===== src/rtl/mem_arb_pkg.sv =====
// Shared types and helpers for the two-port memory arbiter.
package mem_arb_pkg;

  typedef enum logic [1:0] {
    SZ_B = 2'b00,
    SZ_H = 2'b01,
    SZ_W = 2'b10
  } size_e;

  typedef enum logic {
    IDLE,
    RMW_WR
  } state_e;

  typedef enum logic [1:0] {
    P_NONE,
    P_I,
    P_D
  } port_e;

  // The raw size code 11 behaves like a full word.
  function automatic size_e decode_size(input logic [1:0] raw);
    case (raw)
      2'b00:   decode_size = SZ_B;
      2'b01:   decode_size = SZ_H;
      default: decode_size = SZ_W;
    endcase
  endfunction

  // Splice right-justified store data into the word read back from memory.
  function automatic logic [31:0] merge_sub(input logic [31:0] rdata,
                                            input logic [31:0] wdata,
                                            input size_e       size);
    case (size)
      SZ_B:    merge_sub = {rdata[31:8], wdata[7:0]};
      SZ_H:    merge_sub = {rdata[31:16], wdata[15:0]};
      default: merge_sub = wdata;
    endcase
  endfunction

endpackage


===== src/rtl/rr_arb2.sv =====
// Two-requester arbiter: round-robin on ties, or fixed data-port priority.
module rr_arb2 #(
  parameter bit RR_EN = 1'b1
) (
  input  logic clk,
  input  logic rst_n,
  input  logic en,
  input  logic req_fetch,
  input  logic req_data,
  output logic gnt_fetch,
  output logic gnt_data
);

  logic last_data;

  // Same-cycle grant; on a tie round-robin favours the port not served last.
  always_comb begin
    gnt_fetch = 1'b0;
    gnt_data  = 1'b0;
    if (en) begin
      if (req_fetch && req_data) begin
        if (RR_EN && last_data) begin
          gnt_fetch = 1'b1;
        end else begin
          gnt_data = 1'b1;
        end
      end else begin
        gnt_fetch = req_fetch;
        gnt_data  = req_data;
      end
    end
  end

  // History of the most recent grant; starts as "fetch" so the first tie goes to data.
  always_ff @(posedge clk or negedge rst_n) begin
    if (!rst_n) begin
      last_data <= 1'b0;
    end else if (gnt_data) begin
      last_data <= 1'b1;
    end else if (gnt_fetch) begin
      last_data <= 1'b0;
    end
  end

endmodule


===== src/rtl/mem_port_arbiter.sv =====
// Shares one single-port Memoria32 between a fetch port and a load/store port;
// sub-word stores are turned into a read followed by a merged full-word write.
module mem_port_arbiter
  import mem_arb_pkg::*;
#(
  parameter bit RR_EN = 1'b1
) (
  input  logic        Clk,
  input  logic        Rst_n,
  input  logic        i_req,
  input  logic [31:0] i_addr,
  output logic        i_gnt,
  output logic        i_rvalid,
  output logic [31:0] i_rdata,
  input  logic        d_req,
  input  logic        d_we,
  input  logic [1:0]  d_size,
  input  logic [31:0] d_addr,
  input  logic [31:0] d_wdata,
  output logic        d_gnt,
  output logic        d_rvalid,
  output logic [31:0] d_rdata,
  output logic [31:0] mem_addr,
  output logic [31:0] mem_wdata,
  output logic        mem_wr_n,
  input  logic [31:0] mem_rdata
);

  state_e      state;
  port_e       owner;
  size_e       req_size;
  size_e       lat_size;
  logic [31:0] lat_addr;
  logic [31:0] lat_wdata;
  logic [31:0] last_addr;
  logic        sub_store;

  assign req_size  = decode_size(d_size);
  assign sub_store = d_we && (req_size != SZ_W);

  rr_arb2 #(
    .RR_EN(RR_EN)
  ) u_arb (
    .clk      (Clk),
    .rst_n    (Rst_n),
    .en       (state == IDLE),
    .req_fetch(i_req),
    .req_data (d_req),
    .gnt_fetch(i_gnt),
    .gnt_data (d_gnt)
  );

  // Memory port: merged write in RMW_WR, otherwise the winner's address, else hold.
  always_comb begin
    mem_addr  = last_addr;
    mem_wdata = '0;
    mem_wr_n  = 1'b1;
    if (state == RMW_WR) begin
      mem_addr  = lat_addr;
      mem_wr_n  = 1'b0;
      mem_wdata = merge_sub(mem_rdata, lat_wdata, lat_size);
    end else if (d_gnt) begin
      mem_addr = d_addr;
      if (d_we && !sub_store) begin
        mem_wr_n  = 1'b0;
        mem_wdata = d_wdata;
      end
    end else if (i_gnt) begin
      mem_addr = i_addr;
    end
  end

  // Read data is steered to whichever port owned the read issued last cycle.
  always_comb begin
    i_rvalid = (owner == P_I);
    d_rvalid = (owner == P_D);
    i_rdata  = i_rvalid ? mem_rdata : '0;
    d_rdata  = d_rvalid ? mem_rdata : '0;
  end

  // Sequencer: read ownership, held address, and the IDLE/RMW_WR state machine.
  always_ff @(posedge Clk or negedge Rst_n) begin
    if (!Rst_n) begin
      state     <= IDLE;
      owner     <= P_NONE;
      lat_addr  <= '0;
      lat_wdata <= '0;
      lat_size  <= SZ_B;
      last_addr <= '0;
    end else begin
      last_addr <= mem_addr;
      if (d_gnt && !d_we) begin
        owner <= P_D;
      end else if (i_gnt) begin
        owner <= P_I;
      end else begin
        owner <= P_NONE;
      end
      case (state)
        IDLE: begin
          if (d_gnt && sub_store) begin
            lat_addr  <= d_addr;
            lat_wdata <= d_wdata;
            lat_size  <= req_size;
            state     <= RMW_WR;
          end
        end
        default: state <= IDLE;
      endcase
    end
  end

endmodule


===== config.mk =====
export PLATFORM = sky130hd
export DESIGN_NAME = mem_port_arbiter
export DESIGN_NICKNAME = d
export VERILOG_FILES = /design/src/rtl/mem_arb_pkg.sv /design/src/rtl/rr_arb2.sv /design/src/rtl/mem_port_arbiter.sv
export SDC_FILE = /design/constraint.sdc
export NUM_CORES = 1
export LEC_CHECK = 0
export ABC_AREA = 1
export CAP_MARGIN = 20
export CORE_MARGIN = 4
export CORE_UTILIZATION = 45
export DETAILED_ROUTE_END_ITERATION = 10
export HOLD_SLACK_MARGIN = 0.12
export PLACE_DENSITY = 0.86
export SLEW_MARGIN = 10
export SYNTH_ARGS = -nofsm -noshare
export SYNTH_HDL_FRONTEND = slang
export SYNTH_HIERARCHICAL = 1
export SYNTH_SLANG_ARGS = --single-unit

===== constraint.sdc =====
create_clock -name Clk -period 4 [get_ports Clk]
set_input_delay 0.8 -clock Clk [delete_from_list [all_inputs] [get_ports Clk]]
set_output_delay 0.8 -clock Clk [all_outputs]
set_load 0.02 [all_outputs]

==> flow_metrics.env, run 1 <==
export IMPL_cp_common_cell="nand2_1"
export IMPL_syn_inst=897
export IMPL_worstMarginPinSlew_ps=1068
export IMPL_synth_top_area_cell="dfrtp_1"
export IMPL_fmax_ghz=0.2710
export IMPL_finalWirelength_mm=20.05
export IMPL_min_path_type="reg -> reg"
export IMPL_synth_seq_cells=102
export IMPL_via_per_inst=5.038
export IMPL_drc=0
export IMPL_final_hold_violation_count=0
export IMPL_ant_nets=0
export IMPL_fill_cells=1095
export IMPL_status="complete, no violations"
export IMPL_slew_viol_final=0
export IMPL_arrival_ps=2890
export IMPL_post_cts_buffers=0
export IMPL_cpPeakStageDelay_ps=630
export IMPL_synth_top_cell_area_share_pct=43.73
export IMPL_holdWs_ps=470.7
export IMPL_setup_viol_count_final=0
export IMPL_post_route_period_util_pct=92.25
export IMPL_crit_required_ps=3200
export IMPL_yosys_warnings=6
export IMPL_h_tree_depth=3
export IMPL_drv_cap=0
export IMPL_place_congestion=0.8580
export IMPL_cts_hold_buf=0
export IMPL_slew_headroom_pct=28.80
export IMPL_ys_types=14
export IMPL_p_leak_nw=4.411
export IMPL_fp_dieH_um=121.9
export IMPL_grt_pass1_vias=6382
export IMPL_clkTransAtPathRegs_ps=70
export IMPL_avgSynthCellArea_um2=6.507
export IMPL_post_cts_resize_count=0
export IMPL_cp_slowest_cell="clkdlybuf4s50_1"
export IMPL_initial_core_util_pct=46.06
export IMPL_clockBufferDepth=2
export IMPL_syn_area_mm2=0.005837
export IMPL_antenna_found_initial=0
export IMPL_core_area_mm2=0.01267
export IMPL_first_pass_iters=5
export IMPL_cts_buffers=9
export IMPL_yosysSeqAreaShare_pct=43.73
export IMPL_insertion_delay_ps=340
export IMPL_overflow=0
export IMPL_reg2reg_from="state"
export IMPL_multi_input_area_mm2=0.002758
export IMPL_power_density_mw_per_mm2=373.4
export IMPL_layout_drive_gt1_share_pct=3.612
export IMPL_cp_max_fo=22
export IMPL_critPathLaunchType="input port"
export IMPL_grt_first_pass_wirelength_mm=31.51
export IMPL_antenna_cells=0
export IMPL_grt_start_max_net_pins=98
export IMPL_dp_hpwl_mm=14.08
export IMPL_synthTopCellsByArea="dfrtp_1 44%, nand2_1 25%, nand3_1 12%"
export IMPL_drt_iter0_drc=516
export IMPL_fp_dieW_um=121.9
export IMPL_die_area_mm2=0.01486
export IMPL_hold_start="lat_addr[20]"
export IMPL_rsz0062_at_grt="false"
export IMPL_avgRoutedWirePerCell_um=15.34
export IMPL_io_buffers=267
export IMPL_seqCellArea_mm2=0.002556
export IMPL_cts_root_buf="clkbuf_16"
export IMPL_tns_ps=0
export IMPL_ir_drop_mv=0.2299
export IMPL_crit_start="i_req"
export IMPL_worst_setup_path_type="in -> out"
export IMPL_cts_sinks=102
export IMPL_nets=1266
export IMPL_crit_chain="clkdlybuf4s50_1, nand2_1, a21oi_2, inv_1, buf_12, nand2_1, nand3_1, nand2_1, nand2_1, clkdlybuf4s50_1"
export IMPL_grtUsageTotal_pct=26.50
export IMPL_via_count=6585
export IMPL_cp_end_kind="output pin"
export IMPL_period_needed_ps=3690
export IMPL_tritoncts="built"
export IMPL_std_cell_rows=41
export IMPL_fin_worst_skew_ps=4.795
export IMPL_io_pins=268
export IMPL_syn_to_final_growth_pct=51.49
export IMPL_syn_num_nets=1032
-- state kept, by name, summed over array words and instances (netlist names) --
register	flops
state	1
owner	2
lat_addr	32
lat_wdata	32
lat_size	2
u_arb/last_data	1
last_addr	32
-- Yosys cell counts --
library cell	n
clkinv_1	1
a21oi_1	1
or2_2	1
nand3_1	138
clkbuf_1	18
buf_4	6
buf_2	33
inv_1	54
nand2_1	388
dfrtp_1	102
nor2_1	133
buf_6	5
o21ai_0	16
nor2_2	1
-- power by group --
| group | internal [mW] | switching (mW) |
|---|---|---|
| clock | 0.452 | 0.376 |
| combinational | 0.491 | 0.624 |
| sequential | 1.25 | 0.106 |
| total | 2.20 | 1.11 |
-- final cells by class --
cell class                 count  share of cell area [%]
multi-input combinational    678                   31.19
timing repair buffer         285                   32.01
clock inverter                 3                  0.2264
clock buffer                  12                   2.901
inverter                      55                   2.335
sequential                   102                   28.91
tap                          172                   2.434
-- per-layer routing --
| layer | vias up | part of all wire, % | GRT usage, % |
|---|---|---|---|
| met5 | - | 0 | 0 |
| met4 | 0 | 2.4 | 9.804 |
| met3 | 37 | 7.9 | 5.617 |
| met2 | 281 | 49 | 46.17 |
| met1 | 3058 | 40 | 32.33 |
| li1 | 3209 | - | - |
-- cells by family (layout without fill, tap and decap cells) --
family	count (synthesis)	after routing	synth area share, %
AO/OA/AOI/OAI	17	17	1.458
buffers and inverters	117	355	9.260
flip-flops	102	102	43.73
AND/OR/NAND/NOR	661	661	45.55
-- worst max-delay path, delay by kind of cell --
family,cells,cell delay [ps]
compound gates,1,40
simple gates,5,380
buf+inv,4,1650
-- worst paths after layout --
check                                     to  slack (ps)  depth (start not counted)
worst max-delay path            mem_addr[19]         310                         10
worst min-delay path            lat_addr[20]         470                          2
worst max register to register   lat_addr[4]        1550                          6
worst min register to register  lat_addr[20]         470                          2
max in group asynchronous       lat_addr[25]        2650                          2
min in group asynchronous       lat_addr[15]         490                          1
-- cell usage in the layout, fill, tap and decap left out --
master / synthesis / routed
clkinv_2: 0 / 1
clkbuf_1: 18 / 1
nor2_4: 0 / 1
clkinvlp_4: 0 / 2
o21ai_0: 16 / 16
or2_2: 1 / 1
clkdlybuf4s50_1: 0 / 266
a21oi_2: 0 / 1
dfrtp_1: 102 / 101
nand3_1: 138 / 138
nor2_1: 133 / 132
nand2_2: 0 / 1
nor2_2: 1 / 1
clkinv_1: 1 / 1
buf_12: 0 / 2
buf_4: 6 / 17
dfrtp_4: 0 / 1
clkbuf_16: 0 / 9
inv_1: 54 / 52
inv_2: 0 / 2
clkbuf_8: 0 / 2
nand2_1: 388 / 387
-- per-stage QoR --
step / total power, mW / setup WS, ps / cell area (um^2) / instances / utilization (%)
2_1_floorplan: 1.956 / 1113 / 5837 / 897 / -
5_1_grt: 3.490 / 118.5 / 8842 / 1307 / 69.78
4_1_cts: 3.317 / 327.5 / 8842 / 1307 / 69.78
3_3_place_gp: 2.455 / 370.3 / 8566 / 1292 / 67.60
6_report: 3.302 / 309.9 / 8842 / 1307 / 69.78
3_5_place_dp: 2.486 / 329.1 / 8566 / 1292 / 67.60
Power figures use the tool's default switching activity.
==> run 2, diff against run 1 <==
- CORE_UTILIZATION: 45 -> 50
- DONT_BUFFER_PORTS: not set -> 1
- PLACE_DENSITY: 0.86 -> not set
==> run 2 against run 1 <==
  * Final cell count shrank 23%
  * Critical path depth shrank 1
  * Clock power up 4.1%
  * Via count shrank 17%
  * Sequential cell count unchanged
  * Global-route usage shrank 1.6 points
  * Non-clock buffer count decreased by 273
  * Sequential share of layout area up 13 points
  * Final area is 31% lower
  * Die area shrank 9.4%
==> flow_metrics.env, run 2 (synthesis results as in run 1) <==
export IMPL_slew_headroom_pct=29.93
export IMPL_overflow=0
export IMPL_cp_slowest_cell="clkinv_1"
export IMPL_fp_dieH_um=116.0
export IMPL_insertion_delay_ps=350
export IMPL_cp_top_family="buffers and inverters"
export IMPL_slew_viol_final=0
export IMPL_r2r_end="lat_size[1]"
export IMPL_fill_cells=1155
export IMPL_tritoncts="built"
export IMPL_initial_core_util_pct=51.12
export IMPL_grt_first_pass_wirelength_mm=26.36
export IMPL_final_hold_violation_count=0
export IMPL_io_pins=268
export IMPL_cts_root_buf="clkbuf_16"
export IMPL_clkTransAtPathRegs_ps=70
export IMPL_multi_input_area_mm2=0.002765
export IMPL_antenna_found_initial=0
export IMPL_via_per_inst=5.411
export IMPL_h_tree_depth=3
export IMPL_nets=993
export IMPL_p_leak_nw=3.391
export IMPL_grt_start_max_net_pins=103
export IMPL_fp_dieW_um=116.0
export IMPL_dp_hpwl_mm=11.45
export IMPL_first_pass_iters=5
export IMPL_cp_common_cell="nand2_1"
export IMPL_rr_worst_depth=11
export IMPL_status="complete, no violations"
export IMPL_core_area_mm2=0.01142
export IMPL_worst_setup_path_type="reg -> out"
export IMPL_arrival_ps=2680
export IMPL_drv_cap=0
export IMPL_finalWirelength_mm=17.13
export IMPL_period_needed_ps=3481
export IMPL_cts_hold_buf=0
export IMPL_avgRoutedWirePerCell_um=17.02
export IMPL_power_density_mw_per_mm2=479.4
export IMPL_io_buffers=0
export IMPL_rsz0062_at_grt="false"
export IMPL_ir_drop_mv=0.2259
export IMPL_post_route_period_util_pct=87.03
export IMPL_holdWs_ps=152.3
export IMPL_p_total_mw=2.931
export IMPL_fin_worst_skew_ps=8.834
export IMPL_ant_nets=0
export IMPL_grtUsageTotal_pct=24.93
export IMPL_cpPeakStageDelay_ps=420
export IMPL_cts_buffers=9
export IMPL_top_regs="last_addr: 32 flops, lat_addr: 32 flops, lat_wdata: 32 flops"
export IMPL_rrSetupSlack_ps=1320
export IMPL_cp_num_buf_inv=3
export IMPL_crit_start="state"
export IMPL_fmax_ghz=0.2873
export IMPL_drc=0
export IMPL_cp_max_fo=19
export IMPL_crit_required_ps=3200
export IMPL_grt_pass1_vias=5007
export IMPL_min_path_type="in -> async"
export IMPL_cp_end_kind="output pin"
export IMPL_tns_ps=0
export IMPL_crit_chain="clkinv_1, nand2_1, a21oi_4, inv_1, buf_4, nand2_1, nand3_1, nand2_1, nand2_1"
export IMPL_drt_iter0_drc=414
export IMPL_critPathLaunchType="flip-flop"
export IMPL_final_cell_mix="387 x nand2_1, 138 x nand3_1, 132 x nor2_1, 101 x dfrtp_1, 52 x inv_1"
export IMPL_final_util_pct=53.54
export IMPL_mostFrequentLayoutCell="nand2_1"
export IMPL_cts_sinks=102
export IMPL_layout_drive_gt1_share_pct=3.824
export IMPL_place_congestion=0.8474
export IMPL_seqCellArea_mm2=0.002556
export IMPL_clockBufferDepth=2
export IMPL_syn_to_final_growth_pct=4.737
export IMPL_std_cell_rows=39
export IMPL_via_count=5443
export IMPL_post_cts_buffers=0
export IMPL_die_area_mm2=0.01347
export IMPL_post_cts_resize_count=0
export IMPL_worstMarginPinSlew_ps=1051
export IMPL_reg2reg_from="state"
export IMPL_antenna_cells=0
export IMPL_setup_viol_count_final=0
run 2: cell count changes in the layout (fill, tap and decap cells not counted), sizes merged:
cell,delta
clkdlybuf4s50,-266
buf,-7
bufinv,+1
clkinv,+1
clkinvlp,-1
run 2: metrics by stage:
step / instances / setup WS (ps) / instance area [um^2]
3_5_place_dp: 989 / 890.1 / 5802
4_1_cts: 1005 / 513.7 / 6086
5_1_grt: 1006 / 243.9 / 6113
2_1_floorplan: 897 / 1113 / 5837
6_report: 1006 / 518.9 / 6113
3_3_place_gp: 989 / 964.5 / 5802
run 2: worst max path at each step:
stage / endpoint / slack (ps) / cells after the start
2_1_floorplan: mem_addr[10] / 1110 / 11
3_5_place_dp: mem_addr[1] / 890 / 9
3_3_place_gp: mem_addr[1] / 960 / 9
5_1_grt: mem_addr[16] / 240 / 9
6_report: mem_addr[13] / 520 / 9
4_1_cts: mem_addr[1] / 510 / 9
run 2: where the power goes:
| part | internal (mW) | leakage, nW | switching, mW |
|---|---|---|---|
| clock | 0.484 | 0.137 | 0.378 |
| combinational | 0.181 | 2.00 | 0.532 |
| sequential | 1.25 | 1.25 | 0.102 |
run 2: area by class of cell:
cell class,count,area share (%)
clock buffer,12,3.868
clock inverter,4,0.7777
inverter,55,3.377
multi-input combinational,678,45.23
sequential,102,41.81
tap,143,2.927
timing repair buffer,12,2.006
run 2: layer usage:
metal	part of all wire, %	global-route usage [%]
met1	40	31.25
met2	50	41.96
met3	7.6	5.483
met4	2.8	9.977
met5	0	0
run 2: worst register-to-register path, delay by kind of cell (launching register included):
| family | cells | cell delay, ps |
|---|---|---|
| buffers and inverters | 5 | 1170 |
| AND/OR/NAND/NOR | 6 | 1050 |
| flip-flops | 1 | 400 |
==> patch 1, RTL diff (flow settings as in run 2) <==
Take the reset off `last_addr` and load it in a clocked block of its own.
--- a/src/rtl/mem_port_arbiter.sv
+++ b/src/rtl/mem_port_arbiter.sv
@@ -88,5 +88,3 @@
       lat_size  <= SZ_B;
-      last_addr <= '0;
     end else begin
-      last_addr <= mem_addr;
       if (d_gnt && !d_we) begin
@@ -112,2 +110,6 @@
 
+  always_ff @(posedge Clk) begin
+    last_addr <= mem_addr;
+  end
+
 endmodule
Behaviour: not the same (Yosys sat finds a counterexample within 4 cycles, from zero or initial values and one cycle with Rst_n low).
==> patch 1 against run 2 <==
Routed wire length is 5.5% lower. Total power is 2.6% higher. Hold slack better by 0.0031 ns. Synthesized area is 2.7% lower. Worst setup slack better by 0.37 ns. Die area is 2.6% lower. Sequential cell count stayed put. Count of clock-buffer cells in the layout is 2 lower. Design area is 1.8% lower. Via count is 1.2% lower. Core utilization is 1.1 points higher. Synthesized cell count stayed put. Largest power group unchanged.
==> patch 1: results (changes against run 2) <==
[final_layout]
final-seq-area_sq_um=2400  ; -6.3%
buffers=13  ; +1
clkCellAreaFrac_pct=5.38  ; +0.73 points
fin_area_sq_um=6000  ; -1.8%
clkbuf_count=10  ; -2
fin_nets=994  ; +0.10%
buf_share_pct=2.29  ; +0.29 points
multi_input_area_share_pct=46.1  ; +0.83 points
drive_above_1_share_pct=4.28  ; +0.46 points

[yosys]
synth_seq_area_share_pct=42.1  ; -1.6 points
synth-compound-area-share_pct=1.50  ; +0.041 points
postSynth.asyncResetShare_pct=68.6  ; -31 points
synthTopCellsByCount=388 x nand2_1, 138 x nand3_1, 133 x nor2_1
synthTopCellsByArea=dfrtp_1 31%, nand2_1 26%, nand3_1 12%
yosysUniqueCellTypes=15  ; +1

[drt]
wl_per_cell_um=16.1  ; -5.3%
via_count=5380  ; -1.2%
routed_via_density=5.36  ; -0.96%
drt_iter0_markers=350  ; -15%

[sta]
whs_ns=0.155  ; +0.00313 ns
max_freq_ghz=0.322  ; +12%
fin_worst_skew_ns=0.00549  ; -0.00335 ns
worst_slew_pin_slew_ns=0.973  ; -0.0778 ns

[placed_design]
globalplace.congestion=0.784  ; -7.5%
pre_cts_ws_ns=0.910  ; +0.0196 ns
dpl_cell_area_sq_um=5640  ; -2.8%
dpl.hpwl_um=11100  ; -3.2%

[grt]
grt.total_usage_pct=24.1  ; -0.86 points
grt_pass1_vias=5028  ; +0.42%
grt_pass1_wl_um=25500  ; -3.3%
grt_max_degree=98  ; -4.9%

[worst_setup_path]
r2r_slack_ns=1.72  ; +0.40 ns
endpoint=mem_wdata[30]
slowest_delay_ns=0.47  ; +0.05 ns
crit_slowest_cell=dfrtp_4
crit_arrival_ns=2.31  ; -0.37 ns
rr_worst_depth=6  ; -5
critPathMaxFanout=29  ; +10

[status]
outcome=finished, final reports clean

[pwr]
switching_share_pct=33.4  ; -1.1 points
ir_drop_uv=367  ; +63%

[worst_hold_path]
min_path_type=in2async

[floorplanning]
core_sq_um=11000  ; -3.8%

[clock_network]
clock_path_buffers=2  ; unchanged

==> patch 1: worst max-delay path, delay by kind of cell (launching register included) <==
| family | cells | cell delay, ns |
|---|---|---|
| buffers and inverters | 4 | 0.63 |
| DFF | 1 | 0.47 |
| and+or+nand+nor | 6 | 0.85 |
==> patch 1: kinds of logic after synthesis <==
kind of cell / count (synthesis)
AOI/OAI and AO/OA: 17
buffers and inverters: 117
DFF: 102
and+or+nand+nor: 661
==> patch 1: power by group through the flow <==
stage               combinational, W  clock, W  sequential [W]
finish                      0.000708  0.000943         0.00136
global route                0.000809   0.00100         0.00138
CTS                         0.000710  0.000965         0.00136
detailed placement          0.000711         0         0.00137
global placement            0.000689         0         0.00137
floorplan                   0.000607         0         0.00135
==> patch 1: routing by layer <==
metal	vias up	share of wire [%]	GRT usage, %
li1	2671	-	-
met1	2457	41	30.7
met2	240	48	40.6
met3	12	10	6.92
met4	0	1.3	5.38
met5	-	0	0
==> patch 2, RTL diff (config.mk and constraints of run 2) <==
Without the edit above. `RR_EN` is set to 1'b1 in 2 places; all go to 1'b0.
--- a/src/rtl/rr_arb2.sv
+++ b/src/rtl/rr_arb2.sv
@@ -2,3 +2,3 @@
 module rr_arb2 #(
-  parameter bit RR_EN = 1'b1
+  parameter bit RR_EN = 1'b0
 ) (
--- a/src/rtl/mem_port_arbiter.sv
+++ b/src/rtl/mem_port_arbiter.sv
@@ -5,3 +5,3 @@
 #(
-  parameter bit RR_EN = 1'b1
+  parameter bit RR_EN = 1'b0
 ) (
Behaviour: not the same (Yosys sat finds a counterexample within 4 cycles, from zero or initial values and one cycle with Rst_n low).
==> patch 2 against run 2 <==
Non-clock buffer count unchanged. Synthesized area decreased by 0.79%. Total power decreased by 7.5%. Design area decreased by 1.0%. Routed wire length increased by 0.26%. Sequential cell count decreased by 1. Clock skew decreased by 0.0043 ns. Sequential share of layout area about the same. Die area decreased by 0.74%. Sequential power decreased by 7%. Global-route usage decreased by 0.094 points. Worst setup slack improved by 0.077 ns. Largest power group unchanged.
==> patch 2: results (changes against run 2) <==
[status]
outcome=finished, final reports clean

[worst_setup_path]
critPathMaxFanout=34  ; +15
rr_endpoint=lat_size[1]$_DFFE_PN0P_
slowest_delay_ns=0.47  ; +0.05 ns
crit_arrival_ns=2.60  ; -0.08 ns
rr_worst_depth=6  ; -5
r2r_slack_ns=1.46  ; +0.14 ns
endpoint=mem_addr[1]
crit_slowest_cell=dfrtp_4

[yosys]
yosysUniqueCellTypes=13  ; -1
postSynth.asyncResetShare_pct=100  ; unchanged
syn-num-nets=1025  ; -0.68%
yosysWarnings=6  ; unchanged
synthTopCellsByArea=dfrtp_1 44%, nand2_1 25%, nand3_1 12%
synth_seq_area_share_pct=43.6  ; -0.083 points
synthTopCellsByCount=384 x nand2_1, 138 x nand3_1, 133 x nor2_1

[worst_hold_path]
min_path_type=in2async

[drt]
drt_iter0_markers=346  ; -16%
dr.pass1.iters=5  ; unchanged
wl_um=17200  ; +0.26%
routed_via_density=5.40  ; -0.18%

[placed_design]
dpl.hpwl_um=11300  ; -1.0%
globalplace.congestion=0.811  ; -4.3%
portBuffers=0  ; unchanged

[sta]
fin_worst_skew_ns=0.00457  ; -0.00427 ns
slew_headroom_pct=31.0  ; +1.1 points

[clock_network]
cts-buffers-inserted=9  ; unchanged
cts-resized-gates=0  ; unchanged
insertion_delay_ns=0.34
postCtsSetupBuffers=0  ; unchanged

[grt]
antenna_found_initial=0  ; unchanged
grt_max_degree=102  ; -0.97%
grt.total_usage_pct=24.8  ; -0.094 points
grt_pass1_wl_um=26000  ; -1.5%
grt_pass1_vias=4955  ; -1.0%

[final_layout]
drive_above_1_share_pct=3.98  ; +0.15 points
fin_nets=986  ; -0.70%
fillerInstances=1157  ; +0.17%

[pwr]
ir_drop_uv=244  ; +7.8%
p_leak_nw=3.34  ; -1.4%

patch 2: cell count changes after synthesis, sizes merged:
cell	before	now
nand2	388	384
a21oi	1	0
inv	54	52
nor2	134	135
dfrtp	102	101
patch 2: critical path, delay by kind of cell, from the launching register on:
family | cells | cell delay (ns)
buffers and inverters | 3 | 0.83
and+or+nand+nor | 6 | 0.94
DFF | 1 | 0.47
patch 2: logic make-up (layout without fill, tap and decap cells):
family / after synthesis / in the layout / synth area share [%]
simple gates: 658 / 658 / 45.8
buf+inv: 115 / 80 / 9.20
flops: 101 / 101 / 43.6
compound gates: 16 / 16 / 1.38
patch 2: area by class of cell:
cell class                 count  area share [%]
multi-input combinational    674            45.3
tap                          143            2.96
inverter                      53            3.29
sequential                   101            41.8
clock buffer                  11            4.01
timing repair buffer          12            1.82
clock inverter                 4           0.806
patch 2: per-layer routing:
layer	share of wire, %	vias up	GRT usage [%]	routed length [um]
li1	-	2644	-	-
met1	40	2506	31.3	6940
met2	49	219	41.7	8370
met3	9.1	21	7.15	1560
met4	1.8	0	7.42	303
met5	0	-	0	0
patch 2: worst min-delay path by stage:
| stage | startpoint | to | slack [ns] | cells past startpoint |
|---|---|---|---|---|
| 2_1_floorplan | lat_wdata[10]$_DFFE_PN0P_ | lat_wdata[10]$_DFFE_PN0P_ | 0.44 | 2 |
| 3_3_place_gp | lat_wdata[31]$_DFFE_PN0P_ | lat_wdata[31]$_DFFE_PN0P_ | 0.45 | 2 |
| 3_5_place_dp | lat_addr[16]$_DFFE_PN0P_ | lat_addr[16]$_DFFE_PN0P_ | 0.46 | 2 |
| 4_1_cts | Rst_n | lat_wdata[11]$_DFFE_PN0P_ | 0.14 | 0 |
| 5_1_grt | Rst_n | lat_wdata[11]$_DFFE_PN0P_ | 0.13 | 0 |
| 6_report | Rst_n | lat_wdata[11]$_DFFE_PN0P_ | 0.15 | 0 |
patch 2: where the power goes:
| part | internal [W] | leakage [nW] | switching, W | total (W) |
|---|---|---|---|---|
| clock | 0.000498 | 0.145 | 0.000377 | 0.000876 |
| sequential | 0.00119 | 1.24 | 0.0000782 | 0.00127 |
| combinational | 0.000143 | 1.96 | 0.000421 | 0.000564 |
| total | 0.00184 | 3.34 | 0.000877 | 0.00271 |
patch 2: through the flow:
step / worst slack, ns / area (sq um) / std cells
after detailed placement: 0.970 / 5740 / 982
after CTS: 0.594 / 6040 / 997
after floorplan: 1.32 / 5790 / 890
after global routing: 0.397 / 6050 / 998
final: 0.596 / 6050 / 998
after global placement: 0.990 / 5740 / 982
